==> src/rtl/uart_pkg.sv <==
// Shared types and constants for the UART transmit path.
package uart_pkg;

  typedef enum logic [2:0] {
    TX_IDLE,
    TX_START,
    TX_DATA,
    TX_PARITY,
    TX_STOP
  } uart_tx_state_t;

  localparam int unsigned PARITY_NONE = 0;
  localparam int unsigned PARITY_ODD  = 1;
  localparam int unsigned PARITY_EVEN = 2;

endpackage

==> src/rtl/uart_baud_tick.sv <==
// Restartable bit-time divider: bit_end marks the last system clock of each bit.
module uart_baud_tick #(
  parameter int unsigned CLK_DIV = 868
) (
  input  logic clock,
  input  logic reset,
  input  logic restart,
  output logic bit_end
);

  localparam int unsigned CntW = (CLK_DIV > 1) ? $clog2(CLK_DIV) : 1;
  localparam logic [CntW-1:0] CntLast = CntW'(CLK_DIV - 1);

  logic [CntW-1:0] cnt_q, cnt_d;

  always_comb begin
    cnt_d = cnt_q + CntW'(1);
    if (restart || (cnt_q == CntLast)) begin
      cnt_d = '0;
    end
  end

  always_ff @(posedge clock) begin
    if (reset) begin
      cnt_q <= '0;
    end else begin
      cnt_q <= cnt_d;
    end
  end

  assign bit_end = (cnt_q == CntLast);

endmodule

==> src/rtl/uart_tx_framed.sv <==
// Configurable UART transmitter: start, 5-9 data bits LSB first, optional parity, 1-2 stop bits.
module uart_tx_framed
  import uart_pkg::*;
#(
  parameter int unsigned CLK_DIV   = 868,
  parameter int unsigned DATA_BITS = 8,
  parameter int unsigned PARITY    = PARITY_NONE,
  parameter int unsigned STOP_BITS = 1
) (
  input  logic                 clock,
  input  logic                 reset,
  input  logic                 tx_valid,
  input  logic [DATA_BITS-1:0] tx_data,
  output logic                 tx_ready,
  output logic                 Tx,
  output logic                 tx_busy,
  output logic                 frame_done
);

  if (CLK_DIV < 2) begin : g_bad_clk_div
    $error("uart_tx_framed: CLK_DIV must be >= 2");
  end
  if ((DATA_BITS < 5) || (DATA_BITS > 9)) begin : g_bad_data_bits
    $error("uart_tx_framed: DATA_BITS must be 5..9");
  end
  if (PARITY > PARITY_EVEN) begin : g_bad_parity
    $error("uart_tx_framed: PARITY must be 0, 1 or 2");
  end
  if ((STOP_BITS < 1) || (STOP_BITS > 2)) begin : g_bad_stop_bits
    $error("uart_tx_framed: STOP_BITS must be 1 or 2");
  end

  localparam int unsigned IdxW = $clog2(DATA_BITS + 1);
  localparam logic [IdxW-1:0] IdxLast = IdxW'(DATA_BITS - 1);
  localparam logic StopLast = 1'(STOP_BITS - 1);
  localparam bit HasParity = (PARITY != PARITY_NONE);

  uart_tx_state_t       state_q, state_d;
  logic [DATA_BITS-1:0] shift_q, shift_d;
  logic [IdxW-1:0]      bit_idx_q, bit_idx_d;
  logic                 stop_idx_q, stop_idx_d;
  logic                 par_q, par_d;
  logic                 tx_q, tx_d;
  logic                 done_q, done_d;
  logic                 accept;
  logic                 bit_end;

  assign tx_ready = (state_q == TX_IDLE) && !reset;
  assign accept   = tx_valid && tx_ready;

  uart_baud_tick #(
    .CLK_DIV(CLK_DIV)
  ) u_baud_tick (
    .clock  (clock),
    .reset  (reset),
    .restart(accept),
    .bit_end(bit_end)
  );

  always_ff @(posedge clock) begin
    if (reset) begin
      state_q    <= TX_IDLE;
      shift_q    <= '0;
      bit_idx_q  <= '0;
      stop_idx_q <= 1'b0;
      par_q      <= 1'b0;
      tx_q       <= 1'b1;
      done_q     <= 1'b0;
    end else begin
      state_q    <= state_d;
      shift_q    <= shift_d;
      bit_idx_q  <= bit_idx_d;
      stop_idx_q <= stop_idx_d;
      par_q      <= par_d;
      tx_q       <= tx_d;
      done_q     <= done_d;
    end
  end

  always_comb begin
    state_d    = state_q;
    shift_d    = shift_q;
    bit_idx_d  = bit_idx_q;
    stop_idx_d = stop_idx_q;
    par_d      = par_q;
    unique case (state_q)
      TX_IDLE: begin
        if (accept) begin
          state_d    = TX_START;
          shift_d    = tx_data;
          bit_idx_d  = '0;
          stop_idx_d = 1'b0;
          // Odd parity inverts the data XOR so the total count of ones comes out odd.
          par_d      = (PARITY == PARITY_ODD) ? ~(^tx_data) : ^tx_data;
        end
      end
      TX_START: begin
        if (bit_end) state_d = TX_DATA;
      end
      TX_DATA: begin
        if (bit_end) begin
          shift_d = shift_q >> 1;
          if (bit_idx_q == IdxLast) begin
            bit_idx_d = '0;
            state_d   = HasParity ? TX_PARITY : TX_STOP;
          end else begin
            bit_idx_d = bit_idx_q + IdxW'(1);
          end
        end
      end
      TX_PARITY: begin
        if (bit_end) state_d = TX_STOP;
      end
      TX_STOP: begin
        if (bit_end) begin
          if (stop_idx_q == StopLast) begin
            state_d    = TX_IDLE;
            stop_idx_d = 1'b0;
          end else begin
            stop_idx_d = 1'b1;
          end
        end
      end
      default: state_d = TX_IDLE;
    endcase
  end

  // Line level is registered, so it is derived from the state being entered.
  always_comb begin
    tx_d = 1'b1;
    case (state_d)
      TX_START:  tx_d = 1'b0;
      TX_DATA:   tx_d = shift_d[0];
      TX_PARITY: tx_d = par_d;
      default:   tx_d = 1'b1;
    endcase
    done_d = (state_q == TX_STOP) && (state_d == TX_IDLE);
  end

  assign Tx         = tx_q;
  assign tx_busy    = (state_q != TX_IDLE);
  assign frame_done = done_q;

endmodule
==> config.mk <==
export PLATFORM = sky130hd
export DESIGN_NAME = uart_tx_framed
export DESIGN_NICKNAME = d
export VERILOG_FILES = /design/src/rtl/uart_pkg.sv /design/src/rtl/uart_baud_tick.sv /design/src/rtl/uart_tx_framed.sv
export SDC_FILE = /design/constraint.sdc
export NUM_CORES = 1
export LEC_CHECK = 0
export CORE_MARGIN = 5
export CORE_UTILIZATION = 58
export DETAILED_ROUTE_END_ITERATION = 8
export MAX_ROUTING_LAYER = met4
export PLACE_DENSITY = 0.82
export SYNTH_ARGS = -nofsm -noshare
export SYNTH_HDL_FRONTEND = slang
export SYNTH_SLANG_ARGS = --single-unit
export TNS_END_PERCENT = 10
==> constraint.sdc <==
create_clock -name clock -period 2.8 [get_ports clock]
set_input_delay 0.42 -clock clock [delete_from_list [all_inputs] [get_ports clock]]
set_output_delay 0.42 -clock clock [all_outputs]
set_load 0.02 [all_outputs]
Word level (Yosys, flattened, before mapping):

Index checks and enable logic that the tools add are counted.

* memory bits (read-only): 0
* memory bits (writable): 0
* latch bits: 0
* memories kept: 0
* input port bits: 11
* flip-flop bits (word level): 29
* output and inout port bits: 4

* $mul: 0
* reductions and logical operators: 14
* shifts and indexed selects: 0
* equality and inequality tests: 12
* $add $sub $neg: 2
* multiplexer cells: 22
* order comparisons: 0
* div/mod/pow operators: 0
* bitwise operators: 0

Operators by type and width (number)
* $mux 3: 7
* $mux 8: 2
* $pmux 8 s2: 1
* $pmux 3 s5: 1
* $eq 3x2->1 const B: 4
* $mux 4: 3
* $add 10x1->10 const B: 1
* $eq 10x10->1 const B: 1
* $pmux 4 s2: 1
* $reduce_xor 8->1: 1
* $eq 3x1->1 const B: 2
* $logic_not 3->1: 2
* $reduce_and 3->1: 2
* $mux 1: 5
* $add 4x1->4 const B: 1
* $eq 4x3->1 const B: 1
* $ne 2x2->1 const B: 2
* $reduce_bool 2->1: 2
* $eq 3x3->1 const B: 1
* $logic_and 1x1->1: 3
* $pmux 1 s3: 1
* $reduce_bool 3->1: 1
* $ne 2x1->1 const B: 1
* $pmux 1 s2: 1
* other kinds (3): 3

Logic depth before layout (Yosys ltp):

* depth in word-level cells: 7
* depth in mapped cells: 7
* mapped depth without buffers: 6

Modules after synthesis:

Synthesis repeated with hierarchy kept, for this count alone.

* cell total of the unflattened synthesis: 153
* area, all modules: 1367.6 um^2

Modules (own cells, without submodules)
* uart_tx_framed: cells an instance 100, seq. area each 360.3 um^2, area an instance 913.4 um^2, times used 1
* uart_baud_tick: cells an instance 53, seq. area each 200.2 um^2, area an instance 454.2 um^2, times used 1

Worst setup path before layout:

No wires, ideal clock.

* path kind: flip-flop to flip-flop
* start point: register state_q[2]
* end point: register bit_idx_q[0]
* setup time: 0.071 ns
* data arrival time: 1.908 ns
* data required time: 2.729 ns
* setup slack: 0.821 ns
* cell stages (with the launch flop): 7
* cells stage by stage: dfxtp_1 -> clkbuf_1 -> nor4_2 -> and2_1 -> o21ai_2 -> or4_1 -> a21oi_1

* cells in the longest elaborated chain, start to end: 5

RTL lines
* from (decl): RTL line uart_tx_framed.sv:38 `uart_tx_state_t state_q, state_d;`
* from (signal assigned): RTL line uart_tx_framed.sv:70 `state_q <= state_d;`
* $logic_not 3->1: RTL line uart_tx_framed.sv:48 `assign tx_ready = (state_q == TX_IDLE) && !reset;`
* $logic_and 1x1->1: RTL line uart_tx_framed.sv:48
* named net tx_ready: RTL line uart_tx_framed.sv:14 `output logic tx_ready,`
* $logic_and 1x1->1: RTL line uart_tx_framed.sv:49 `assign accept = tx_valid && tx_ready;`
* $ne 2x1->1 (no line)
* $reduce_and 3->1 (no line)
* to (signal assigned): RTL line uart_tx_framed.sv:72 `bit_idx_q <= bit_idx_d;`
* to (decl): RTL line uart_tx_framed.sv:40 `logic [IdxW-1:0] bit_idx_q, bit_idx_d;`

The timed path passes the listed nets, and every way through them passes these cells.
A chain may end at the register's enable or synchronous reset.

Final worst setup path:

* start point: register state_q[1]
* end point: output tx_ready

* cells in the longest elaborated chain, start to end: 2

RTL lines (RTL line)
* $logic_not 3->1: uart_tx_framed.sv:48
* $logic_and 1x1->1: uart_tx_framed.sv:48
* to (decl): uart_tx_framed.sv:14

Every way passes these cells.

==> impl_metrics.ini <==
[pwr]
combPwrFrac = 0.127
power.total_mw = 0.703
leakage_nw = 0.539
seq_power_share = 0.596
powerDensity_nw_per_um2 = 454
switching_power_mw = 0.167
irDropWorstVdd_mv = 0.396
p_sw_frac = 0.237
internal_power_mw = 0.536
clkPwrFrac = 0.277

[floorplanning]
die_h_um = 58.2
start_util = 0.608
die_area_um2 = 3380
rows = 17
coreArea_um2 = 2210
io_pins = 15
die_w_um = 58.2

[synth]
ys_ff_latch = 28
syn_nets = 163
yosysUniqueCellTypes = 39
seq_area_frac_synth = 0.417
synth_warnings = 0
synthFlopType = dfxtp_1
synth_area_um2 = 1350
synth.avg_cell_area_um2 = 8.97
async_reset_ff_frac = 0
syn_inst = 150
synth-edff-count = 0

[route]
wl_um = 2540
ant_nets = 0
wl_per_cell_um = 13.2
vias_per_cell = 5.67
first_pass_iters = 4
drc_errors = 0
dr.first_iter.drc_count = 45
vias = 1089

[critical_path]
crit_path_cell_trace = nor4_2 -> clkdlybuf4s50_1
crit_path_end_kind = output port
crit_path_top_delay_cell = clkdlybuf4s50_1
crit_required_ns = 2.38
crit_buf_inv = 1
worst-path-max-fanout = 6
crit_type = flop to output port
r2r-start = u_baud_tick.cnt_q[0]
slowest_delay_ns = 0.67
crit_family = buffers and inverters
crit_arrival_ns = 1.79
startpoint = state_q[1]
startpoint_type = flop

[cts]
tritoncts = yes
cts-root-buf = clkbuf_4
cts.sinks = 28
cts_buffer_depth = 2
htree_levels = 1
clkSlewWorstSetupHoldPaths_ns = 0.15
clk_latency_ns = 0.32
cts_resized = 0
post_cts_buffers = 0
cts-buffers-inserted = 3
cts_hold_buf = 0

[sta]
period_minus_slack_ns = 2.21
tightest_slew_ns = 0.618
fin_crit_sh = 0.791
rsz0062_at_grt = false
fmax_mhz = 452
slew_headroom = 0.577
final-max-slew-violation-count = 0
hold_viol_final = 0
setup_viol = 0
fin_worst_skew_ns = 0.00696
fin_setup_tns_ns = 0

[layout]
stdcell_count = 192
nets = 178
n_antenna_cell = 0
multi_input_area_um2 = 744
drive_above_1_share = 0.0793
seq_area_um2 = 561
fill_cells = 188
final_cell_mix = 28 x dfxtp_1, 19 x nor2_1, 14 x clkdlybuf4s50_1, 13 x nand2_1, 11 x a21oi_1
final_common_cell = dfxtp_1
area_growth_pct = 15.0

[run]
cap_viol_max_count = 0

[grt]
antenna_found_initial = 0
grt_overflow = 0
grt_pass1_vias = 1084
grt_pass1_wl_um = 4640
grt_use_total = 0.173
grt_max_degree = 20

[place]
io_buffers = 14
dp_cells = 188
gp_congestion = 0.794
place_hpwl_um = 1920

[hold_path]
hp-class = flop to flop
worstHoldStart = shift_q[2]

[outcome]
status = finished, final reports clean
power by group through the flow:
stage,clock network (mW),registers (mW),logic (mW)
6_report,0.195,0.419,0.0895
5_1_grt,0.217,0.421,0.0983
4_1_cts,0.199,0.419,0.0893
3_5_place_dp,0,0.427,0.0890
3_3_place_gp,0,0.426,0.0866
2_1_floorplan,0,0.427,0.0539
Yosys cell counts, drive strengths merged, types with 3 or more instances:
cell type  number  area [um^2]
nand2          13         48.8
a21oi          11         55.1
and3            3         18.8
nand4           3         18.8
a22oi           7         52.6
o21ai           3         18.8
nand3           6         30.0
nor2           19         71.3
xor2            6         52.6
xnor2           9         78.8
inv             4         15.0
nor2b           4         25.0
nor4            3         40.0
clkbuf          4         15.0
dfxtp          28          561
state kept, by name, summed over array words and instances, names as in the netlist:
name / cells
Tx: 1
state_q: 3
u_baud_tick.cnt_q: 10
shift_q: 8
bit_idx_q: 4
par_q: 1
frame_done: 1
worst reg2reg max path: stages (launching register included):
cell and delay [ns]:
dfxtp_1 0.40, ha_1 0.31, nand4bb_4 0.20, o31ai_4 0.35, o21ai_2 0.22, or4_1 0.52, a21oi_1 0.14
cells by family after synthesis:
kind of cell | after synthesis | share of synthesized area
AND/OR/NAND/NOR | 62 | 0.261
AO/OA/AOI/OAI | 33 | 0.176
flip-flops | 28 | 0.417
XOR/XNOR | 15 | 0.0977
buffers and inverters | 10 | 0.0298
adder cells (fa/ha/maj) | 2 | 0.0186
through the flow:
stage | utilization | area, um^2 | hold slack (ns) | setup WS (ns)
3_5_place_dp | 0.683 | 1510 | 0.451 | 0.595
6_report | 0.699 | 1550 | 0.469 | 0.586
4_1_cts | 0.699 | 1550 | 0.470 | 0.568
3_3_place_gp | 0.683 | 1510 | 0.440 | 0.656
2_1_floorplan | - | 1350 | 0.426 | 0.821
5_1_grt | 0.699 | 1550 | 0.500 | 0.414
worst paths after layout:
| path | cells after the start | end | slack, ns |
|---|---|---|---|
| max | 2 | tx_ready | 0.59 |
| min | 2 | shift_q[2] | 0.47 |
| max reg2reg | 6 | bit_idx_q[0] | 0.61 |
| min reg2reg | 2 | shift_q[2] | 0.47 |
routing by layer:
metal | track usage | up-vias | wire length (um)
met5 | - | - | 0
met4 | 0.0397 | 0 | 22
met3 | 0.0223 | 4 | 112
met2 | 0.295 | 25 | 1180
met1 | 0.217 | 495 | 1230
li1 | - | 565 | -
final cells by class:
cell class / instances / share of cell area
clock buffer: 4 / 0.0235
inverter: 4 / 0.00971
multi-input combinational: 112 / 0.481
sequential: 28 / 0.362
tap: 28 / 0.0227
timing repair buffer: 16 / 0.100
Note: power is estimated with default switching activity, not from simulation.
